File: src/rtl/axi_trk_pkg.sv
// Shared types for the AXI slave transaction tracker: event kinds, the
// completion record carried through the event queue, and error bit indices.
package axi_trk_pkg;

  typedef enum logic [1:0] {
    EV_NONE    = 2'd0,
    EV_WR_DONE = 2'd1,
    EV_RD_DONE = 2'd2
  } ev_kind_e;

  // Record fields are sized for the widest supported port; the top
  // zero-extends into them and slices back out on the way to the ports.
  localparam int unsigned REC_ID_W   = 16;
  localparam int unsigned REC_ADDR_W = 64;

  typedef struct packed {
    ev_kind_e              kind;
    logic [REC_ID_W-1:0]   id;
    logic [REC_ADDR_W-1:0] addr;
    logic [8:0]            beats;
    logic [1:0]            resp;
  } ev_rec_t;

  localparam int unsigned ERR_W_LAST  = 0;
  localparam int unsigned ERR_W_NO_AW = 1;
  localparam int unsigned ERR_B_BAD   = 2;
  localparam int unsigned ERR_R_ID    = 3;
  localparam int unsigned ERR_R_LAST  = 4;
  localparam int unsigned ERR_OVF     = 5;
  localparam int unsigned ERR_W       = 6;

  function automatic logic [1:0] resp_max(input logic [1:0] a, input logic [1:0] b);
    return (a > b) ? a : b;
  endfunction

endpackage

File: src/rtl/axi_trk_evq.sv
// Completion event FIFO with two push ports (port 0 takes the first free
// slot) and one pop port. A push that finds no room is dropped and flagged.
module axi_trk_evq
  import axi_trk_pkg::*;
#(
  parameter int unsigned DEPTH = 8
) (
  input  logic    clk,
  input  logic    rst_n,
  input  logic    push0_i,
  input  ev_rec_t rec0_i,
  input  logic    push1_i,
  input  ev_rec_t rec1_i,
  input  logic    pop_i,
  output logic    valid_o,
  output ev_rec_t rec_o,
  output logic    drop0_o,
  output logic    drop1_o
);

  localparam int unsigned PW = $clog2(DEPTH);

  ev_rec_t       mem_q [DEPTH];
  logic [PW-1:0] wptr_q, wptr_d, wptr1;
  logic [PW-1:0] rptr_q, rptr_d;
  logic [PW:0]   cnt_q, cnt_d;
  logic [PW:0]   avail;
  logic          pop_en, acc0, acc1;

  // Slot accounting: a same-cycle pop frees its slot for an incoming push.
  always_comb begin
    pop_en  = (cnt_q != '0) && pop_i;
    avail   = (PW+1)'(DEPTH) - cnt_q + (PW+1)'(pop_en);
    acc0    = push0_i && (avail != '0);
    acc1    = push1_i && (acc0 ? (avail >= (PW+1)'(2)) : (avail != '0));
    drop0_o = push0_i && !acc0;
    drop1_o = push1_i && !acc1;
    wptr1   = acc0 ? wptr_q + PW'(1) : wptr_q;
    wptr_d  = wptr1 + PW'(acc1);
    rptr_d  = rptr_q + PW'(pop_en);
    cnt_d   = cnt_q + (PW+1)'(acc0) + (PW+1)'(acc1) - (PW+1)'(pop_en);
    valid_o = (cnt_q != '0);
    rec_o   = valid_o ? mem_q[rptr_q] : '0;
  end

  // Pointer and occupancy registers.
  always_ff @(posedge clk or negedge rst_n) begin
    if (!rst_n) begin
      wptr_q <= '0;
      rptr_q <= '0;
      cnt_q  <= '0;
    end else begin
      wptr_q <= wptr_d;
      rptr_q <= rptr_d;
      cnt_q  <= cnt_d;
    end
  end

  // Record storage; contents are only visible through a valid pointer.
  always_ff @(posedge clk) begin
    if (acc0) mem_q[wptr_q] <= rec0_i;
    if (acc1) mem_q[wptr1]  <= rec1_i;
  end

endmodule

File: src/rtl/axi_slave_txn_tracker.sv
// Passive AXI4 slave-port tracker: pairs AW/W/B and AR/R on handshakes,
// checks beat counts, last flags and IDs, and queues one record per burst.
module axi_slave_txn_tracker
  import axi_trk_pkg::*;
#(
  parameter int unsigned ADDR_WIDTH  = 32,
  parameter int unsigned ID_WIDTH    = 4,
  parameter int unsigned OUTSTANDING = 4,
  parameter int unsigned EVQ_DEPTH   = 8
) (
  input  logic                  clk,
  input  logic                  rst_n,
  input  logic                  clear_i,
  input  logic                  aw_valid_i,
  input  logic                  aw_ready_i,
  input  logic [ADDR_WIDTH-1:0] aw_addr_i,
  input  logic [7:0]            aw_len_i,
  input  logic [ID_WIDTH-1:0]   aw_id_i,
  input  logic                  w_valid_i,
  input  logic                  w_ready_i,
  input  logic                  w_last_i,
  input  logic                  b_valid_i,
  input  logic                  b_ready_i,
  input  logic [ID_WIDTH-1:0]   b_id_i,
  input  logic [1:0]            b_resp_i,
  input  logic                  ar_valid_i,
  input  logic                  ar_ready_i,
  input  logic [ADDR_WIDTH-1:0] ar_addr_i,
  input  logic [7:0]            ar_len_i,
  input  logic [ID_WIDTH-1:0]   ar_id_i,
  input  logic                  r_valid_i,
  input  logic                  r_ready_i,
  input  logic                  r_last_i,
  input  logic [ID_WIDTH-1:0]   r_id_i,
  input  logic [1:0]            r_resp_i,
  output logic                  ev_valid_o,
  input  logic                  ev_ready_i,
  output logic [1:0]            ev_kind_o,
  output logic [ID_WIDTH-1:0]   ev_id_o,
  output logic [ADDR_WIDTH-1:0] ev_addr_o,
  output logic [8:0]            ev_beats_o,
  output logic [1:0]            ev_resp_o,
  output logic [5:0]            err_o,
  output logic [15:0]           wr_cnt_o,
  output logic [15:0]           rd_cnt_o
);

  localparam int unsigned PW = $clog2(OUTSTANDING);
  typedef logic [PW:0] ptr_t;

  logic [ID_WIDTH-1:0]   aw_id_q   [OUTSTANDING];
  logic [ADDR_WIDTH-1:0] aw_addr_q [OUTSTANDING];
  logic [7:0]            aw_len_q  [OUTSTANDING];
  logic [ID_WIDTH-1:0]   ar_id_q   [OUTSTANDING];
  logic [ADDR_WIDTH-1:0] ar_addr_q [OUTSTANDING];
  logic [7:0]            ar_len_q  [OUTSTANDING];

  ptr_t aw_push_q, aw_push_d, aw_w_q, aw_w_d, aw_b_q, aw_b_d;
  ptr_t ar_push_q, ar_push_d, ar_head_q, ar_head_d;

  logic [7:0]       w_beat_q, w_beat_d, r_beat_q, r_beat_d;
  logic [1:0]       r_resp_q, r_resp_d;
  logic [ERR_W-1:0] err_q, err_d, err_set;
  logic [15:0]      wr_cnt_q, wr_cnt_d, rd_cnt_q, rd_cnt_d;

  logic          aw_hs, w_hs, b_hs, ar_hs, r_hs;
  logic          aw_we, ar_we, b_pop, w_last_exp, r_last_exp;
  logic          aw_full, ar_full;
  logic [PW-1:0] aw_pi, aw_wi, aw_bi, ar_pi, ar_hi;
  logic          wr_ev, rd_ev, drop0, drop1;
  ev_rec_t       wr_rec, rd_rec, head_rec;
  logic          unused_rec_bits;

  // Handshake decode, queue pointer/beat tracking and record assembly.
  always_comb begin
    aw_hs = aw_valid_i && aw_ready_i;
    w_hs  = w_valid_i  && w_ready_i;
    b_hs  = b_valid_i  && b_ready_i;
    ar_hs = ar_valid_i && ar_ready_i;
    r_hs  = r_valid_i  && r_ready_i;

    aw_pi = aw_push_q[PW-1:0];
    aw_wi = aw_w_q[PW-1:0];
    aw_bi = aw_b_q[PW-1:0];
    ar_pi = ar_push_q[PW-1:0];
    ar_hi = ar_head_q[PW-1:0];

    aw_full = (ptr_t'(aw_push_q - aw_b_q) == ptr_t'(OUTSTANDING));
    ar_full = (ptr_t'(ar_push_q - ar_head_q) == ptr_t'(OUTSTANDING));

    aw_push_d  = aw_push_q;
    aw_w_d     = aw_w_q;
    aw_b_d     = aw_b_q;
    ar_push_d  = ar_push_q;
    ar_head_d  = ar_head_q;
    w_beat_d   = w_beat_q;
    r_beat_d   = r_beat_q;
    r_resp_d   = r_resp_q;
    err_set    = '0;
    aw_we      = 1'b0;
    ar_we      = 1'b0;
    b_pop      = 1'b0;
    wr_ev      = 1'b0;
    rd_ev      = 1'b0;
    wr_rec     = '0;
    rd_rec     = '0;
    w_last_exp = 1'b0;
    r_last_exp = 1'b0;

    if (b_hs) begin
      if (aw_b_q == aw_push_q) begin
        err_set[ERR_B_BAD] = 1'b1;
      end else begin
        if ((aw_b_q == aw_w_q) || (b_id_i != aw_id_q[aw_bi])) err_set[ERR_B_BAD] = 1'b1;
        b_pop                         = 1'b1;
        aw_b_d                        = aw_b_q + ptr_t'(1);
        wr_ev                         = 1'b1;
        wr_rec.kind                   = EV_WR_DONE;
        wr_rec.id[ID_WIDTH-1:0]       = aw_id_q[aw_bi];
        wr_rec.addr[ADDR_WIDTH-1:0]   = aw_addr_q[aw_bi];
        wr_rec.beats                  = {1'b0, aw_len_q[aw_bi]} + 9'd1;
        wr_rec.resp                   = b_resp_i;
      end
    end

    if (w_hs) begin
      if (aw_w_q == aw_push_q) begin
        err_set[ERR_W_NO_AW] = 1'b1;
      end else begin
        w_last_exp = (w_beat_q == aw_len_q[aw_wi]);
        if (w_last_i != w_last_exp) err_set[ERR_W_LAST] = 1'b1;
        if (w_last_exp) begin
          aw_w_d   = aw_w_q + ptr_t'(1);
          w_beat_d = '0;
        end else begin
          w_beat_d = w_beat_q + 8'd1;
        end
      end
    end

    // A B that pops an entry whose data never finished drags the W owner
    // past it, so the W pointer can never trail the B pointer.
    if (b_pop && (aw_b_q == aw_w_q)) begin
      aw_w_d   = aw_b_q + ptr_t'(1);
      w_beat_d = '0;
    end

    if (aw_hs) begin
      if (aw_full && !b_pop) begin
        err_set[ERR_OVF] = 1'b1;
      end else begin
        aw_we     = 1'b1;
        aw_push_d = aw_push_q + ptr_t'(1);
      end
    end

    if (r_hs) begin
      if (ar_head_q == ar_push_q) begin
        err_set[ERR_R_ID] = 1'b1;
      end else begin
        if (r_id_i != ar_id_q[ar_hi]) err_set[ERR_R_ID] = 1'b1;
        r_last_exp = (r_beat_q == ar_len_q[ar_hi]);
        if (r_last_i != r_last_exp) err_set[ERR_R_LAST] = 1'b1;
        if (r_last_exp) begin
          rd_ev                       = 1'b1;
          rd_rec.kind                 = EV_RD_DONE;
          rd_rec.id[ID_WIDTH-1:0]     = ar_id_q[ar_hi];
          rd_rec.addr[ADDR_WIDTH-1:0] = ar_addr_q[ar_hi];
          rd_rec.beats                = {1'b0, ar_len_q[ar_hi]} + 9'd1;
          rd_rec.resp                 = resp_max(r_resp_q, r_resp_i);
          ar_head_d                   = ar_head_q + ptr_t'(1);
          r_beat_d                    = '0;
          r_resp_d                    = '0;
        end else begin
          r_beat_d = r_beat_q + 8'd1;
          r_resp_d = resp_max(r_resp_q, r_resp_i);
        end
      end
    end

    if (ar_hs) begin
      if (ar_full && !rd_ev) begin
        err_set[ERR_OVF] = 1'b1;
      end else begin
        ar_we     = 1'b1;
        ar_push_d = ar_push_q + ptr_t'(1);
      end
    end
  end

  // Sticky errors and saturating completion counters; clear wins.
  always_comb begin
    err_d    = err_q | err_set;
    err_d[ERR_OVF] = err_d[ERR_OVF] | drop0 | drop1;
    wr_cnt_d = (wr_ev && (wr_cnt_q != 16'hFFFF)) ? wr_cnt_q + 16'd1 : wr_cnt_q;
    rd_cnt_d = (rd_ev && (rd_cnt_q != 16'hFFFF)) ? rd_cnt_q + 16'd1 : rd_cnt_q;
    if (clear_i) begin
      err_d    = '0;
      wr_cnt_d = '0;
      rd_cnt_d = '0;
    end
  end

  // Tracking state registers, discarded asynchronously on reset.
  always_ff @(posedge clk or negedge rst_n) begin
    if (!rst_n) begin
      aw_push_q <= '0;
      aw_w_q    <= '0;
      aw_b_q    <= '0;
      ar_push_q <= '0;
      ar_head_q <= '0;
      w_beat_q  <= '0;
      r_beat_q  <= '0;
      r_resp_q  <= '0;
      err_q     <= '0;
      wr_cnt_q  <= '0;
      rd_cnt_q  <= '0;
    end else begin
      aw_push_q <= aw_push_d;
      aw_w_q    <= aw_w_d;
      aw_b_q    <= aw_b_d;
      ar_push_q <= ar_push_d;
      ar_head_q <= ar_head_d;
      w_beat_q  <= w_beat_d;
      r_beat_q  <= r_beat_d;
      r_resp_q  <= r_resp_d;
      err_q     <= err_d;
      wr_cnt_q  <= wr_cnt_d;
      rd_cnt_q  <= rd_cnt_d;
    end
  end

  // Address-phase storage for both queues; validity comes from the pointers.
  always_ff @(posedge clk) begin
    if (aw_we) begin
      aw_id_q[aw_pi]   <= aw_id_i;
      aw_addr_q[aw_pi] <= aw_addr_i;
      aw_len_q[aw_pi]  <= aw_len_i;
    end
    if (ar_we) begin
      ar_id_q[ar_pi]   <= ar_id_i;
      ar_addr_q[ar_pi] <= ar_addr_i;
      ar_len_q[ar_pi]  <= ar_len_i;
    end
  end

  axi_trk_evq #(
    .DEPTH (EVQ_DEPTH)
  ) u_evq (
    .clk     (clk),
    .rst_n   (rst_n),
    .push0_i (wr_ev),
    .rec0_i  (wr_rec),
    .push1_i (rd_ev),
    .rec1_i  (rd_rec),
    .pop_i   (ev_ready_i),
    .valid_o (ev_valid_o),
    .rec_o   (head_rec),
    .drop0_o (drop0),
    .drop1_o (drop1)
  );

  // Output mapping from the queue head and status registers.
  always_comb begin
    ev_kind_o       = head_rec.kind;
    ev_id_o         = head_rec.id[ID_WIDTH-1:0];
    ev_addr_o       = head_rec.addr[ADDR_WIDTH-1:0];
    ev_beats_o      = head_rec.beats;
    ev_resp_o       = head_rec.resp;
    err_o           = err_q;
    wr_cnt_o        = wr_cnt_q;
    rd_cnt_o        = rd_cnt_q;
    unused_rec_bits = ^{head_rec.id, head_rec.addr};
  end

endmodule

File: config.mk
export PLATFORM = sky130hd
export DESIGN_NAME = axi_slave_txn_tracker
export DESIGN_NICKNAME = d
export VERILOG_FILES = /design/src/rtl/axi_trk_pkg.sv /design/src/rtl/axi_trk_evq.sv /design/src/rtl/axi_slave_txn_tracker.sv
export SDC_FILE = /design/constraint.sdc
export NUM_CORES = 1
export LEC_CHECK = 0
export BUFFER_PORTS_ARGS = -buffer_cell sky130_fd_sc_hd__buf_2
export CAP_MARGIN = 30
export CORE_ASPECT_RATIO = 1.5
export CORE_MARGIN = 1.5
export CORE_UTILIZATION = 56
export DETAILED_ROUTE_END_ITERATION = 6
export PLACE_DENSITY_LB_ADDON = 0.1
export SLEW_MARGIN = 20
export SYNTH_ARGS = -nofsm -noshare
export SYNTH_HDL_FRONTEND = slang
export SYNTH_SLANG_ARGS = --single-unit
File: constraint.sdc
create_clock -name clk -period 15.3 [get_ports clk]
set_input_delay 1.53 -clock clk [delete_from_list [all_inputs] [get_ports clk]]
set_output_delay 1.53 -clock clk [all_outputs]
set_load 0.01 [all_outputs]
* After elaboration in Yosys (flattened, before gate mapping)
Memories as Yosys holds them, arrays and structs flattened.
Cells that the tools add are included.
** Word-level totals
- Flip-flop bits (word level) :: 81
- Input port bits :: 116
- RAM bits :: 744
- Output and inout port bits :: 88
- Latch bits :: 0
- ROM bits :: 0
- Word-level logic and storage cells :: 166
- Memories :: 7
** Operators by class
- Mux-type cells :: 67
- Magnitude comparators :: 2
- $mul :: 0
- Bitwise operators :: 7
- Reduce and logical (&&, ||, !) cells :: 33
- Eq/ne operators :: 15
- Add/sub/neg operators :: 21
- Shift-type cells :: 0
- Div/mod/pow operators :: 0
** Memories
- u_evq.mem_q :: depth 8, bits a word 49, rd ports 1, clocked after Yosys merged registers in 0, write ports 2, line axi_trk_evq.sv:23 : ev_rec_t mem_q [DEPTH];
- ar_addr_q :: depth 4, bits a word 32, rd ports 1, clocked after Yosys merged registers in 0, write ports 1, line axi_slave_txn_tracker.sv:55 : logic [ADDR_WIDTH-1:0] ar_addr_q [OUTSTANDING];
- aw_addr_q :: depth 4, bits a word 32, rd ports 1, clocked after Yosys merged registers in 0, write ports 1, line axi_slave_txn_tracker.sv:52 : logic [ADDR_WIDTH-1:0] aw_addr_q [OUTSTANDING];
- ar_len_q :: depth 4, bits a word 8, rd ports 1, clocked after Yosys merged registers in 0, write ports 1, line axi_slave_txn_tracker.sv:56 : logic [7:0] ar_len_q [OUTSTANDING];
- aw_len_q :: depth 4, bits a word 8, rd ports 2, clocked after Yosys merged registers in 0, write ports 1, line axi_slave_txn_tracker.sv:53 : logic [7:0] aw_len_q [OUTSTANDING];
- ar_id_q :: depth 4, bits a word 4, rd ports 1, clocked after Yosys merged registers in 0, write ports 1, line axi_slave_txn_tracker.sv:54 : logic [ID_WIDTH-1:0] ar_id_q [OUTSTANDING];
- +1 memories
** Operator list (number)
- $mux W43 :: 5
- $mux W93 :: 1
- $mux W16 :: 4
- $mux W8 :: 5
- $mux W1 :: 34
- $add A16 B1 Y16 const B :: 2
- $ne A16 B16 Y1 const B :: 2
- $mux W4 :: 5
- $add A3 B1 Y3 const B :: 6
- $add A8 B1 Y9 const B :: 2
- $add A8 B1 Y8 const B :: 2
- $eq A8 B8 Y1 :: 2
- $logic_and A1 B1 Y1 :: 15
- $mux W3 :: 5
- $mux W2 :: 7
- $add A4 B1 Y4 :: 3
- $eq A3 B3 Y1 :: 4
- $reduce_and A2 Y1 :: 5
- $ne A4 B4 Y1 :: 2
- $reduce_bool A2 Y1 :: 4
- $reduce_bool A4 Y1 :: 2
- $add A3 B1 Y3 :: 2
- $eq A3 B3 Y1 const B :: 2
- $mux W6 :: 1
- other kinds (13) :: 23

* Logic depth before layout (Yosys ltp)
Gate-level depths: netlist of run 1.
- Depth in word-level cells :: 13
- Mapped depth :: 20
- Depth with buffers taken out :: 18

* Hierarchy
From an unflattened synthesis of run 1, not the netlist that was laid out.
** Unflattened totals
- Cells, all modules :: 3166
- Area total of the unflattened synthesis :: 55570.8 sq um
** Modules (own cells, without submodules)
- axi_trk_evq :: area each 37723.7 sq um, instances 1, cells each 2099
- axi_slave_txn_tracker :: area each 17847.1 sq um, instances 1, cells each 1067

* Worst setup path after synthesis of run 1
No wires, ideal clock.
- Kind :: input to register
- Start :: input port ev_ready_i
- End :: memory u_evq.mem_q[1][0] (netlist bit), enable pin
- Data arrival time :: 6.956 ns
- Setup time :: 0.520 ns
- Slack :: 7.824 ns
- Data required time :: 14.780 ns
- Cell stages on the path :: 13
- Cell sequence :: nand2_1 > ha_1 > inv_1 > ha_1 > xnor2_1 > nor3b_1 > a21oi_1 > clkbuf_1 > mux2i_1 > o22a_1 > clkbuf_1 > clkbuf_1 > o21ai_0
** RTL lines
- from (decl) :: line axi_slave_txn_tracker.sv:37 : input logic ev_ready_i,
- to (decl) :: line axi_trk_evq.sv:23

==> results of run 1 <==
## stage by stage
stage           util  cells  setup WS [ps]  power (W)
3_3_place_gp   0.594   3590           9380    0.00511
2_1_floorplan      -   2665           7820    0.00438
3_5_place_dp   0.596   3593           9200    0.00518
5_1_grt        0.634   3736           8930    0.00732
6_report       0.634   3739           9340    0.00704
4_1_cts        0.633   3732           9310    0.00705
## power groups by stage
stage	Sequential, W	Combinational (W)	Clock, W
final	0.00290	0.00225	0.00189
after CTS	0.00290	0.00225	0.00191
after detailed placement	0.00294	0.00224	0
after floorplan	0.00284	0.00153	0
after global routing	0.00292	0.00241	0.00199
after global placement	0.00293	0.00219	0
## cells by family (layout without fill, tap and decap cells)
family | Yosys count | in the layout
fa+ha+maj | 37 | 37
compound gates | 455 | 455
buf+inv | 225 | 417
other cells | 0 | 5
xor+xnor | 96 | 96
simple gates | 774 | 774
mux | 253 | 253
flops | 825 | 825
## cell type report
| cell class | instances | area [µm²] |
|---|---|---|
| Multi-Input combinational cell | 1615 | 12200 |
| Timing Repair Buffer | 249 | 1460 |
| Fill cell | 4967 | 24000 |
| Clock buffer | 106 | 2160 |
| Tap cell | 877 | 1100 |
| Sequential cell | 825 | 24300 |
| Antenna cell | 5 | 12.5 |
| Clock inverter | 33 | 287 |
| Inverter | 29 | 109 |
## flip-flops by register name, indices dropped and copies added, names as in the netlist
signal and cells:
ar_push_q 3, aw_addr_q 128, err_o 6, aw_push_q 3
aw_len_q 32, u_evq.cnt_q 4, r_resp_q 2, w_beat_q 8
u_evq.rptr_q 3, u_evq.mem_q 392, u_evq.wptr_q 3, ar_len_q 32
aw_b_q 3, rd_cnt_o 16, aw_w_q 3, aw_id_q 16
r_beat_q 8, ar_addr_q 128, ar_id_q 16, wr_cnt_o 16
ar_head_q 3
## worst max-delay path: cells and delay by family (launching register included)
kind / cells / cell delay [ps]
compound gates: 1 / 760
xor+xnor: 2 / 470
fa+ha+maj: 3 / 550
buf+inv: 5 / 1020
flops: 1 / 400
simple gates: 6 / 2310
## cells in the final DEF (no fill, tap or decap), types with 22 or more instances in the layout
cell type and n:
nand3_1 38, inv_1 29, buf_4 42, nor2_1 127
nand2_1 469, dfrtp_1 74, mux2i_1 56, xnor2_1 52
and2_0 22, o21ai_1 143, buf_2 202, o21ai_0 201
ha_1 35, clkbuf_16 79, mux4_2 194, xor2_1 44
edfxtp_1 736, o22ai_1 70
## per-layer routing
| layer | vias up | track usage | part of all wire |
|---|---|---|---|
| li1 | 10300 | - | - |
| met1 | 11700 | 0.374 | 0.38 |
| met2 | 1145 | 0.489 | 0.50 |
| met3 | 246 | 0.0525 | 0.083 |
| met4 | 26 | 0.103 | 0.034 |
| met5 | - | 0 | 0.0017 |
## worst min-delay path by stage
stage / slack [ps] / endpoint / cells after the start / startpoint
4_1_cts: 460 / u_evq.mem_q[0][47] / 1 / u_evq.mem_q[0][47]
3_5_place_dp: 440 / u_evq.mem_q[0][47] / 1 / u_evq.mem_q[0][47]
3_3_place_gp: 440 / u_evq.mem_q[2][47] / 1 / u_evq.mem_q[2][47]
6_report: 460 / u_evq.mem_q[0][47] / 1 / u_evq.mem_q[0][47]
2_1_floorplan: 420 / u_evq.mem_q[2][47] / 1 / u_evq.mem_q[2][47]
5_1_grt: 480 / u_evq.mem_q[4][47] / 1 / u_evq.mem_q[4][47]
==> metrics, run 1 <==
drt via density=6.26; FMAX=168 MHz; count of boundary I/O pins=204; Final #Nets=2949; leading register cell type out of synthesis=edfxtp_1; RSZ-0062 raised after global routing=no; vias in the first global route=24100; first-pass GRT wire length=145000 µm; Gate power share=0.320; crit-path cells=inv_1, ha_1, and2_2, buf_4, inv_1, nand2_1, ha_1, inv_1, ha_1, xnor2_1, nor3b_1, a21oi_1, xnor2_1, inv_1, nor4_1, nand2_1, nand2_4; Synth Register Bits=825; Top cell by count, worst path=inv_1; Pint=0.00465 W; hold-fix buffers at CTS=0; Peak VDD IR=0.000107 V; transition time at the pin with the least slew margin=990 ps; Skew-Pair Late Insertion Delay=640 ps; GPL Wtd Cong=0.904; Net Switching=0.00239 W; Die Y=319 µm; Hold Slack=457 ps; top-count cell post-synth=edfxtp_1; setup bufs post-CTS=0; Setup crit start=u_evq.cnt_q[2]; fin. max-slew vios=0; Final Instance Area=41600 µm²; layout cell share with drive strength beyond 1=0.209; Gate Count Post-Synth=2665; PostCTS Resize Cnt=0; Required @ worst endpoint=15560 ps; setup TNS=0 ps; Max transition margin=0.340; area share of the largest cell type after synthesis=0.595; clock slew at reported path FFs=60 ps; CTS Sinks=825; Layout area overhead=11.9%; Startpoint Class=flop; GRT Overall Usage=0.289; Setup CP Type=flop to flop; DRC=0; CTS root buffer=clkbuf_16; sequential fraction of the synthesis area=0.653; routed wire length=96500 µm; Synth Area in Compound Gates=0.0656; Mapped Area=37200 µm²; average size of a mapped cell=13.9 µm²; initial DRC count=2170; DRT antenna net count=0; mux contribution to synthesized area=0.134; ranking of synthesized cells by area=edfxtp_1, mux4_2, dfrtp_1; clock share of power=0.268; Setup violations, final=0; fin crit period=5960 ps; antenna violations before repair=21; Die ar.=68000 µm²; Die Wd=213 µm; Max Cap Violations=0; HPWL Detailed=60000 µm; main combinational cell family by area after synthesis=multiplexers; Commonest cells post-synth=edfxtp_1, nand2_1, o21ai_0, mux4_2, o21ai_1; Pre-antenna DRT Iters=5; post-synthesis simple-gate area fraction=0.0884; CP arrival=6220 ps; core box area=65600 µm²; Reg2Reg Depth=17; CTS Buf Count=76; period utilisation layout=0.389; Starting Density=0.566; reg2reg setup slack=9340 ps; r2r endpoint=u_evq.mem_q[0][23]; CP peak stage delay=800 ps; total number of vias=23400; clock tree buffer depth=3; worst min path class=flop to flop; row count=115; H-tree levels=3; DR WL/cell=25.8 µm; yosys synthesis warning count=0; syn_nets=2818; largest net degree at the start of global routing=96; Worst setup EP type=flop; CTS tree=yes; crit-path max FO=50; Async SR Flop Fraction=0.0982; Critical R2R Launch=u_evq.cnt_q[2]; Fin. Hold Viols=0; outcome=completed; sequential share of power=0.411; Cell variety after synth=48; worst clock skew=24.7 ps; Worst path slowest cell=nand2_4; Synth area leader=edfxtp_1; Leak=13.7 nW; Critical Path End=u_evq.mem_q[0][23]; Post-Synth Adder-Cell Area=0.0129; sw frac=0.340; Post-synth EDFFs=736; GR Overflow Total=0; DP Area=39100 µm²; Port-buffer cells=203; Pwr per Cell Area=169 nW/µm²; xor and xnor fraction of the mapped netlist area=0.0226
Note: power is estimated with default switching activity, not from simulation.
==> run 2: changes to the inputs <==
- ABC_AREA: default -> 1
- clock period: 15.3 -> 5.4 ns (I/O delays scaled with it)
==> run 2 against run 1 <==
Combinational power grew to 3.5 times the previous value. Area after synthesis increased by 9.5%. Largest power group unchanged. Count of clock-buffer cells in the layout fell by 9. Clock power rose to 2.8 times the previous value. Die area rose by 9.4%. Synthesized cell count increased by 63%. Critical path depth stayed put.
==> metrics, run 2 <==
Synth Register Bits=825; CTS root buffer=clkbuf_16; setup ws final=1170 ps; sw frac=0.405; syn_nets=4508; CTS Sinks=825; leading register cell type out of synthesis=edfxtp_1; Cells after DPL=5263; Gate Count Post-Synth=4355; Worst setup EP type=flop; GRT Overall Usage=0.326; Cell variety after synth=52; ranking of synthesized cells by area=edfxtp_1, nand2_1, nand3_1; fin crit period=4230 ps; post-synthesis simple-gate area fraction=0.245; average size of a mapped cell=9.35 µm²; worst min path class=input port to flop; worst clock skew=32.1 ps; Net Switching=0.00859 W; setup TNS=0 ps; Critical R2R Launch=u_evq.cnt_q[2]; area share of the largest cell type after synthesis=0.543; Die Y=333 µm; CTS tree=yes; Max transition margin=0.294; Leak=17.5 nW; Synth Area in Compound Gates=0.0901; initial DRC count=3131; Post-synth EDFFs=736; clock share of power=0.250; Skew-Pair Late Insertion Delay=660 ps; crit-path max FO=44; core box area=71600 µm²; RSZ-0062 raised after global routing=no; Starting Density=0.568; top-count cell post-synth=nand2_1; final non-filler cell total=5412; commonest non-fill, non-tap cell in the layout=nand2_1; Setup CP Type=flop to flop; total number of vias=32500; vias in the first global route=31300; Setup violations, final=0; Post-Synth Adder-Cell Area=0.0117; xor and xnor fraction of the mapped netlist area=0.0110; Die ar.=74300 µm²; GR Overflow Total=0; Final #Nets=4586; CP arrival=4540 ps; row count=120; H-tree levels=3; Layout area overhead=10.5%; clock slew at reported path FFs=60 ps; pre-CTS WS=1230 ps; period utilisation layout=0.784; GPL Wtd Cong=0.920; Die Wd=223 µm; HP Start=aw_id_i[0]; Setup crit start=u_evq.cnt_q[2]; Max Cap Violations=0; Async SR Flop Fraction=0.0982; layout cell share with drive strength beyond 1=0.111; Gate power share=0.368; Hold Slack=108 ps; first-pass GRT wire length=183000 µm; Regs by FF count=u_evq.mem_q (392), ar_addr_q (128), aw_addr_q (128); CTS Buf Count=78; outcome=completed; DRC=0; HPWL Detailed=74100 µm; drt via density=6.00; routed wire length=121000 µm; Pwr per Cell Area=471 nW/µm²; Pre-antenna DRT Iters=6; clock tree buffer depth=3; Fin. Hold Viols=0; Mapped Area=40700 µm²; sequential share of power=0.382; Required @ worst endpoint=5700 ps; fill count=5940; fin. max-slew vios=0; register name with the most flops=u_evq.mem_q; count of boundary I/O pins=204; Commonest cells post-synth=nand2_1, edfxtp_1, nor2_1, nand3_1, o21ai_0; main combinational cell family by area after synthesis=simple AND/OR/NAND/NOR gates; yosys synthesis warning count=0; Startpoint Class=flop; Peak VDD IR=0.000415 V; antenna violations before repair=23; most frequent cells in the layout=nand2_1, edfxtp_1, nor2_1; largest net degree at the start of global routing=89; Synth area leader=edfxtp_1; transition time at the pin with the least slew margin=1060 ps; FMAX=236 MHz; Pint=0.0126 W; Port-buffer cells=203; DRT antenna net count=0; mux contribution to synthesized area=0.000523; DR WL/cell=22.3 µm; sequential fraction of the synthesis area=0.597; PostCTS Resize Cnt=0; Overall Power=0.0212 W; Largest register FFs=392
[run 2: changes by cell type in the layout (fill, tap and decap cells not counted), sizes merged, moves of 41 or more]
cell | previous run | this run
nor2 | 128 | 700
mux4 | 194 | 0
and2 | 47 | 1
o21ai | 347 | 410
nand3 | 38 | 521
xnor2 | 52 | 11
nand2 | 475 | 1078
inv | 31 | 139
mux2i | 56 | 1
a21oi | 11 | 91
a31oi | 5 | 49
[run 2: cell type report]
type | count | area [µm²] | area share
diodes | 6 | 15.0 | 0.000334
clock buffers | 97 | 2070 | 0.0459
clock inverters | 41 | 319 | 0.00709
inverters | 141 | 534 | 0.0119
multi-input cells | 3105 | 14800 | 0.329
flip-flops and latches | 825 | 24300 | 0.540
well taps | 915 | 1140 | 0.0254
repair buffers | 282 | 1800 | 0.0400
[run 2: cells by family (layout without fill, tap and decap cells)]
logic type               count (synthesis)  after routing
AND/OR/NAND/NOR                       2386           2386
flip-flops                             825            825
AO/OA/AOI/OAI                          629            629
buffers and inverters                  425            561
XOR/XNOR                                51             51
adder cells (fa/ha/maj)                 37             37
multiplexers                             2              2
other                                    0              6
[run 2: path summary, 6_finish.rpt]
kind | end | slack [ps] | cells after the start
hold reg to reg | ar_head_q[2] | 500 | 1
setup / recovery | u_evq.mem_q[1][29] | 1170 | 17
hold / removal | aw_id_q[2][0] | 110 | 1
min in group asynchronous | wr_cnt_o[6] | 390 | 2
max in group asynchronous | aw_b_q[0] | 3890 | 3
setup reg to reg | u_evq.mem_q[1][29] | 1170 | 17
[run 2: routing by layer]
metal	vias up	GRT usage	part of all wire
met5	-	0	0.0017
met4	32	0.150	0.040
met3	351	0.0548	0.084
met2	1504	0.558	0.50
li1	15100	-	-
met1	15500	0.403	0.38
[run 2: power groups by stage]
| stage | Sequential (W) | Combinational, W | Clock [W] |
|---|---|---|---|
| detailed placement | 0.00823 | 0.00771 | 0 |
| floorplan | 0.00807 | 0.00494 | 0 |
| global placement | 0.00821 | 0.00762 | 0 |
| finish | 0.00810 | 0.00780 | 0.00530 |
| CTS | 0.00810 | 0.00775 | 0.00533 |
| global route | 0.00816 | 0.00851 | 0.00557 |
[run 2: metrics by stage]
step | utilization | cell area [µm²]
final | 0.628 | 45000
after global routing | 0.628 | 45000
after CTS | 0.628 | 44900
after detailed placement | 0.594 | 42500
after global placement | 0.594 | 42500
after floorplan | - | 40700
[run 2: what timing repair did]
action | CTS | global route
hold endpoints to repair | 28 | 0
endpoints found under the setup margin | 0 | 0
hold buffers | 1 | 0
buffers inserted | 0 | 0
[run 2: worst max-delay path, stage by stage, from the launching register on]
cell and delay, ps:
dfrtp_1 400, inv_1 120, ha_1 170, nand2_2 60, nand2_1 130, ha_1 170
inv_1 50, ha_1 270, nor3b_1 260, nand3_1 190, nand2_4 130, nand2_1 90
nand2_2 160, nand2_1 140, inv_2 630, nand2_1 240, o21ai_4 310, buf_12 340
